$ cat src/rtl/spm_host_ctrl_if.sv
// Request/response bus for the serial-parallel multiplier host sequencer.
// master = initiator issuing operand pairs, slave = spm_host_ctrl.
interface spm_host_ctrl_if #(
  parameter int WIDTH = 32
);
  logic               req_valid;
  logic               req_ready;
  logic [WIDTH-1:0]   req_a;
  logic [WIDTH-1:0]   req_b;
  logic               resp_valid;
  logic               resp_ready;
  logic [2*WIDTH-1:0] resp_p;

  modport master (
    output req_valid, req_a, req_b, resp_ready,
    input  req_ready, resp_valid, resp_p
  );

  modport slave (
    input  req_valid, req_a, req_b, resp_ready,
    output req_ready, resp_valid, resp_p
  );
endinterface

$ cat src/rtl/spm_host_ctrl.sv
// spm_host_ctrl: initiator-side sequencer for a serial-parallel multiplier.
// Latches an operand pair, presents the multiplicand in parallel, streams the
// multiplier LSB-first, deserialises the 2*WIDTH-bit product and returns it.
// Optional watchdog on the RUN phase: define SPM_HOST_TIMEOUT_EN to add the
// err port and a TIMEOUT_CYCLES limit on waiting for spm_done.
module spm_host_ctrl #(
  parameter int WIDTH          = 32,
  parameter int TIMEOUT_CYCLES = 1024
) (
  input  logic             clk,
  input  logic             rst_n,
  spm_host_ctrl_if.slave   host,
  output logic             spm_start,
  output logic             spm_proddone,
  input  logic             spm_ld,
  input  logic             spm_shift,
  input  logic             spm_done,
  output logic [WIDTH-1:0] spm_x,
  output logic             spm_ybit,
  input  logic             spm_pbit
`ifdef SPM_HOST_TIMEOUT_EN
  ,
  output logic             err
`endif
);

  localparam int PW = 2 * WIDTH;
  localparam int CW = $clog2(PW) + 1;
  localparam logic [CW-1:0] CNT_MAX = CW'(PW);

  // Reject nonsensical configurations at elaboration.
  if (WIDTH < 1 || TIMEOUT_CYCLES < 1) begin : g_bad_param
    $error("spm_host_ctrl: WIDTH and TIMEOUT_CYCLES must be >= 1");
  end

  typedef enum logic [1:0] {
    IDLE = 2'd0,
    RUN  = 2'd1,
    RESP = 2'd2
  } state_t;

  state_t           state;
  logic [WIDTH-1:0] x_q;
  logic [WIDTH-1:0] y_q;
  logic [PW-1:0]    prod_q;
  logic [CW-1:0]    cnt_q;
  logic             resp_valid_q;
  logic             accept;
  logic             cnt_full;

`ifdef SPM_HOST_TIMEOUT_EN
  localparam int TW = $clog2(TIMEOUT_CYCLES) + 1;
  localparam logic [TW-1:0] WD_LAST = TW'(TIMEOUT_CYCLES - 1);
  logic [TW-1:0] wd_q;
`endif

  // Only take a new request once the multiplier itself is back in its
  // load state; this covers the cycle it spends leaving done.
  assign host.req_ready  = (state == IDLE) && spm_ld;
  assign accept          = host.req_valid && host.req_ready;
  assign cnt_full        = (cnt_q == CNT_MAX);

  assign spm_proddone    = cnt_full;
  assign spm_x           = x_q;
  assign spm_ybit        = y_q[0];
  assign host.resp_valid = resp_valid_q;
  assign host.resp_p     = prod_q;

  // Sequencer FSM with all control and datapath registers.
  always_ff @(posedge clk or negedge rst_n) begin
    if (!rst_n) begin
      state        <= IDLE;
      spm_start    <= 1'b0;
      cnt_q        <= '0;
      x_q          <= '0;
      y_q          <= '0;
      prod_q       <= '0;
      resp_valid_q <= 1'b0;
`ifdef SPM_HOST_TIMEOUT_EN
      wd_q         <= '0;
      err          <= 1'b0;
`endif
    end else begin
`ifdef SPM_HOST_TIMEOUT_EN
      err <= 1'b0;
`endif
      case (state)
        IDLE: begin
          if (accept) begin
            x_q       <= host.req_a;
            y_q       <= host.req_b;
            cnt_q     <= '0;
            prod_q    <= '0;
            spm_start <= 1'b1;
`ifdef SPM_HOST_TIMEOUT_EN
            wd_q      <= '0;
`endif
            state     <= RUN;
          end
        end

        RUN: begin
          // Shifts past the last product bit are ignored so a misbehaving
          // multiplier cannot corrupt a completed product.
          if (spm_shift && !cnt_full) begin
            prod_q <= {spm_pbit, prod_q[PW-1:1]};
            y_q    <= {1'b0, y_q[WIDTH-1:1]};
            cnt_q  <= cnt_q + 1'b1;
          end
          if (spm_done) begin
            resp_valid_q <= 1'b1;
            state        <= RESP;
          end
`ifdef SPM_HOST_TIMEOUT_EN
          else if (wd_q == WD_LAST) begin
            err       <= 1'b1;
            spm_start <= 1'b0;
            cnt_q     <= '0;
            state     <= IDLE;
          end else begin
            wd_q <= wd_q + 1'b1;
          end
`endif
        end

        RESP: begin
          // spm_start stays high here to park the multiplier in done.
          if (host.resp_ready) begin
            resp_valid_q <= 1'b0;
            spm_start    <= 1'b0;
            cnt_q        <= '0;
            state        <= IDLE;
          end
        end

        default: begin
          state <= IDLE;
        end
      endcase
    end
  end

endmodule

$ cat src/flat_wrapper.sv
// flat-port wrapper written by rule: the top's interface ports become plain ports
module spm_host_ctrl_flat 
#(
  parameter int WIDTH          = 32,
  parameter int TIMEOUT_CYCLES = 1024
)
  (clk, rst_n, spm_start, spm_proddone, spm_ld, spm_shift, spm_done, spm_x, spm_ybit, spm_pbit, host_req_valid, host_req_a, host_req_b, host_resp_ready, host_req_ready, host_resp_valid, host_resp_p);
  spm_host_ctrl_if #(.WIDTH(WIDTH)) host_i ();
  input  logic clk;
  input  logic rst_n;
  output logic spm_start;
  output logic spm_proddone;
  input  logic spm_ld;
  input  logic spm_shift;
  input  logic spm_done;
  output logic [WIDTH-1:0] spm_x;
  output logic spm_ybit;
  input  logic spm_pbit;
  input wire logic [$bits(host_i.req_valid)-1:0] host_req_valid;
  input wire logic [$bits(host_i.req_a)-1:0] host_req_a;
  input wire logic [$bits(host_i.req_b)-1:0] host_req_b;
  input wire logic [$bits(host_i.resp_ready)-1:0] host_resp_ready;
  output wire logic [$bits(host_i.req_ready)-1:0] host_req_ready;
  output wire logic [$bits(host_i.resp_valid)-1:0] host_resp_valid;
  output wire logic [$bits(host_i.resp_p)-1:0] host_resp_p;
  assign host_i.req_valid = host_req_valid;
  assign host_i.req_a = host_req_a;
  assign host_i.req_b = host_req_b;
  assign host_i.resp_ready = host_resp_ready;
  assign host_req_ready = host_i.req_ready;
  assign host_resp_valid = host_i.resp_valid;
  assign host_resp_p = host_i.resp_p;
  spm_host_ctrl #(.WIDTH(WIDTH), .TIMEOUT_CYCLES(TIMEOUT_CYCLES)) u_core (.clk(clk), .rst_n(rst_n), .host(host_i), .spm_start(spm_start), .spm_proddone(spm_proddone), .spm_ld(spm_ld), .spm_shift(spm_shift), .spm_done(spm_done), .spm_x(spm_x), .spm_ybit(spm_ybit), .spm_pbit(spm_pbit));
endmodule
$ cat config.mk
export PLATFORM = sky130hd
export DESIGN_NAME = spm_host_ctrl_flat
export DESIGN_NICKNAME = d
export VERILOG_FILES = /design/src/rtl/spm_host_ctrl_if.sv /design/src/rtl/spm_host_ctrl.sv /design/src/flat_wrapper.sv
export SDC_FILE = /design/constraint.sdc
export NUM_CORES = 1
export LEC_CHECK = 0
export ABC_CLOCK_PERIOD_IN_PS = 1700
export CORE_MARGIN = 2
export CORE_UTILIZATION = 40
export CTS_CLUSTER_DIAMETER = 200
export DETAILED_ROUTE_END_ITERATION = 12
export PLACE_DENSITY = 0.7
export SKIP_CTS_REPAIR_TIMING = 1
export SYNTH_ARGS = -nofsm -noshare
export SYNTH_HDL_FRONTEND = slang
export SYNTH_SLANG_ARGS = --single-unit
export TNS_END_PERCENT = 5
$ cat constraint.sdc
create_clock -name clk -period 1.7 [get_ports clk]
set_input_delay 0.34 -clock clk [delete_from_list [all_inputs] [get_ports clk]]
set_output_delay 0.34 -clock clk [all_outputs]
set_load 0.03 [all_outputs]
; Yosys cells after proc, flatten, opt, wreduce, memory -nomap -nowiden
; Index checks and enable logic that the tools add are counted.
; W data, S select, Z words.
[totals]
regBits = 139
elab_cells = 49
[op_classes]
addsub = 1
n_eq_ne = 7
n_mux = 19
reduce_logical = 15
[op_table]
columns = op, n
row1 = $mux W64, 2
row2 = $pmux W64 S2, 1
row3 = $mux W32, 2
row4 = $pmux W32 S2, 1
row5 = $mux W7, 3
row6 = $pmux W7 S3, 1
row7 = $reduce_and A3 Y1, 4
row8 = $add A7 B1 Y7 const B, 1
row9 = $eq A7 B7 Y1 const B, 1
row10 = $mux W2, 3
row11 = $pmux W2 S3, 1
row12 = $reduce_bool A2 Y1, 3
row13 = $ne A2 B1 Y1 const B, 2
row14 = $ne A2 B2 Y1 const B, 2
row15 = $pmux W1 S2, 2
row16 = $reduce_and A4 Y1, 1
row17 = $logic_and A1 B1 Y1, 3
row18 = $mux W1, 3
row19 = $reduce_bool A3 Y1, 1
row20 = $eq A2 B1 Y1 const B, 1
row21 = $eq A2 B2 Y1 const B, 1
row22 = $logic_not A2 Y1, 1
row23 = $reduce_and A2 Y1, 1
row24 = $logic_not A1 Y1, 1

; Depth between registers and ports, before layout
[depth]
depth_word = 5
depth_mapped = 7
mapped_depth_nobuf = 5

; Least setup slack after synthesis
; Ideal clock, no wire load.
[synth_path]
kind = flip-flop to flip-flop
from = reg u_core.state[1]
to = reg u_core.y_q[10]
setup_ns = 0.130
arrival_ns = 1.766
required_ns = 1.570
setup_slack_ns = -0.196
path_stages_with_launch = 7
period_less_slack_ns = 1.896
path_cell_list = dfrtp_1 buf_2 nor3b_2 nand2_1 o21ai_2 buf_2 a31oi_1
[synth_between]
elab_chain_cells = 5
elab_cells_between_ends = 9
cone_classes = eq/ne: 3 / mux: 1 / reduce/logical: 5
[synth_lines]
columns = item, line
row1 = from (decl), spm_host_ctrl.sv:42  ; state_t state;
row2 = from (signal assigned), spm_host_ctrl.sv:72  ; state <= IDLE;
row3 = from (signal assigned), spm_host_ctrl.sv:98  ; state <= RUN;
row4 = from (signal assigned), spm_host_ctrl.sv:112  ; state <= RESP;
row5 = $logic_not A2 Y1, spm_host_ctrl.sv:59  ; assign host.req_ready = (state == IDLE) && spm_ld;
row6 = $logic_and A1 B1 Y1, spm_host_ctrl.sv:59
row7 = net host_req_ready, flat_wrapper.sv:23  ; output wire logic [$bits(host_i.req_ready)-1:0] host_req_ready;
row8 = $logic_and A1 B1 Y1, spm_host_ctrl.sv:60  ; assign accept = host.req_valid && host.req_ready;
row9 = $ne A2 B1 Y1 (no line), n/a
row10 = $reduce_and A3 Y1 (no line), n/a
row11 = to (signal assigned), spm_host_ctrl.sv:91  ; y_q <= host.req_b;
row12 = to (signal assigned), spm_host_ctrl.sv:107  ; y_q <= {1'b0, y_q[WIDTH-1:1]};
row13 = to (decl), spm_host_ctrl.sv:44  ; logic [WIDTH-1:0] y_q;
; The timed path passes the listed nets, and every way through them passes these cells.
; A chain may end at the register's enable or synchronous reset.

; Final worst setup path
[layout_path]
from = reg u_core.cnt_q[5]
to = out spm_proddone
[layout_between]
elab_chain_cells = 1
[layout_lines]
columns = item, line
row1 = from (decl), spm_host_ctrl.sv:46  ; logic [CW-1:0] cnt_q;
row2 = from (signal assigned), spm_host_ctrl.sv:108  ; cnt_q <= cnt_q + 1'b1;
row3 = $eq A7 B7 Y1, spm_host_ctrl.sv:61  ; assign cnt_full = (cnt_q == CNT_MAX);
row4 = to (decl), flat_wrapper.sv:12  ; output logic spm_proddone;
; No other way between the ends.

==> impl_metrics.ini <==
[placement]
globalplace.congestion = 0.804
port-buffer-count = 172
hpwl_um = 9510

[global_routing]
track_usage = 0.188
grt_antenna_before_repair = 0
grt_max_degree = 57
grt_pass1_vias = 4488
grt_pass1_wl_um = 22200
gr-total-overflow = 0

[drt]
dr.pass1.iters = 4
viasPerCell = 5.13
drc = 0
drtIter0Drc = 317
routed_wl_um = 13700
wl_per_cell_um = 15.3
ant_nets = 0
vias = 4621

[cts]
clockRootBuffer = clkbuf_16
cts_htree_levels = 4
numCtsBuffers = 17
path_clk_slew_ns = 0.06
clkSinkCount = 139
clk_latency_ns = 0.41
cts_tree = done
cts.path.max_buffers = 2

[sta]
drv_slew = 0
hold_viol_final = 0
setup_violations = 67
period_minus_slack_ns = 1.92
clock-skew-final_ns = 0.00971
timing.final.crit_share = 1.13
whs_ns = 0.410
worst_slew_pin_slew_ns = 0.423
timing.slew.headroom = 0.718
fmax_ghz = 0.522
setup_ws_ns = -0.216
rsz0062_at_grt = true
tns_ns = -3.37

[yosys]
synth_area_um2 = 5590
syn_area_per_cell_um2 = 10.7
ys_ff_latch = 139
synth-seq-area-share = 0.622
synth_edf_count = 0
synth_cells = 522
yosys-top-cells-area = dfrtp_1 (62%), nand2_1 (11%), a22o_1 (10%)
synth.net_count = 596
synth.distinct_cells = 33
synth_top_area_share = 0.622
synth_top_flop_cell = dfrtp_1
synthTopCellsByCount = nand2_1 (170), dfrtp_1 (139), a22o_1 (64)
async_flop_share = 1.00
yosysMostFrequentCell = nand2_1
synth_top_cell_by_area = dfrtp_1
yosys_warnings = 0

[setup_path]
crit_fanout = 2
cp-startpoint = u_core.cnt_q[5]
crit_chain = nor4_2 -> buf_4 -> and3_4 -> buf_12
crit_type = flop to output pin
cp.arrival_ns = 1.58
critPathRequiredTime_ns = 1.36
r2r-start = u_core.cnt_q[5]
r2r_cells = 7
cpPeakStageDelay_ns = 0.39
reg2reg_to = u_core.host.resp_p[59]
critPathSlowestCell = dfrtp_1
rrSetupSlack_ns = -0.07
startpoint_type = flop
crit_path_end_kind = output pin

[power_and_ir_drop]
peakVddDrop_mv = 0.701
power_density_nw_per_um2 = 1340
leakage_nw = 5.40

[floorplanning]
core_area_um2 = 13800
std_cell_rows = 43
dieWidth_um = 122
die-area_um2 = 14900
initial_core_util = 0.406
io_pins = 173
fp.dieH_um = 122

[final_layout]
multi_input_area_um2 = 1920
antenna_cells = 0
fillers = 1121
fin_util = 0.629
syn_to_final_growth_pct = 54.8
nets = 782
drive_above_1_share = 0.118
register_area_um2 = 3480

[run]
cap_violations = 0

[outcome]
status = complete, but fails checks
failed_checks = negative setup slack

[worst_hold_path]
hold_path_class = input pin to asynchronous set/reset pin
report_power, final:
| part | total (mW) | leakage, nW | internal (mW) | switching [mW] |
|---|---|---|---|---|
| Combinational | 3.40 | 3.32 | 1.50 | 1.90 |
| Sequential | 4.44 | 1.78 | 4.02 | 0.423 |
| Clock | 3.79 | 0.301 | 2.40 | 1.40 |
critical path: cells and delay by family (launching register included):
| kind | cells | cell delay [ns] |
|---|---|---|
| flops | 1 | 0.39 |
| buf+inv | 2 | 0.28 |
| simple gates | 2 | 0.49 |
per-stage QoR:
stage,setup WS (ns),instances,power (mW),area (um2)
after floorplan,-0.00590,522,6.44,5620
after global placement,-0.180,866,7.78,7740
after detailed placement,-0.254,866,7.90,7740
after CTS,-0.372,898,11.7,8360
after global routing,-0.293,901,12.3,8660
final,-0.216,901,11.6,8660
placed cells by master (no fill, tap or decap), types with 2 or more instances in the layout:
cell type / instances
a22o_1: 64
dlymetal6s2s_1: 99
o21ai_0: 3
nor3_1: 30
ha_1: 2
a31oi_1: 33
a21oi_1: 2
buf_4: 21
clkbuf_8: 2
dfrtp_2: 2
a41oi_1: 2
dfrtp_1: 137
clkinv_2: 3
clkdlybuf4s50_1: 70
inv_1: 4
clkinvlp_4: 2
nand3_1: 5
buf_12: 13
buf_6: 3
nand3b_4: 2
nand2b_1: 3
inv_6: 4
clkbuf_16: 17
nand2_1: 170
nor2_1: 2
bufinv_16: 3
routing by layer:
metal / share of wire / up-vias / GRT usage / wire length [um]
met5: 0 / - / 0 / 0
met4: 0.020 / 0 / 0.0841 / 280
met3: 0.055 / 20 / 0.0432 / 753
met2: 0.49 / 136 / 0.291 / 6710
met1: 0.44 / 2270 / 0.253 / 6000
li1: - / 2195 / - / -
worst max-delay path by stage:
stage	end	slack [ns]
floorplan	u_core.y_q[10]	-0.006
global placement	u_core.y_q[18]	-0.18
detailed placement	u_core.y_q[20]	-0.25
CTS	spm_proddone	-0.37
global route	spm_proddone	-0.29
finish	spm_proddone	-0.22
cells by family after synthesis:
group | count (synthesis) | synth area share
AND/OR/NAND/NOR | 223 | 0.171
flip-flops | 139 | 0.622
AO/OA/AOI/OAI | 114 | 0.159
buffers and inverters | 44 | 0.0436
adder cells (fa/ha/maj) | 2 | 0.00447
registers in the layout, summed over array words and instances, names as in the netlist:
register                cells
u_core.cnt_q                7
u_core.host.resp_p         64
u_core.host.resp_valid      1
u_core.spm_start            1
u_core.spm_x               32
u_core.state                2
u_core.y_q                 32
final cells by class:
type / count / share of cell area
Multi-Input combinational cell: 339 / 0.222
Clock buffer: 19 / 0.0523
Tap cell: 180 / 0.0260
Timing Repair Buffer: 207 / 0.277
Inverter: 4 / 0.00173
Clock inverter: 13 / 0.0189
Sequential cell: 139 / 0.402
Note: power is estimated with default switching activity, not from simulation.
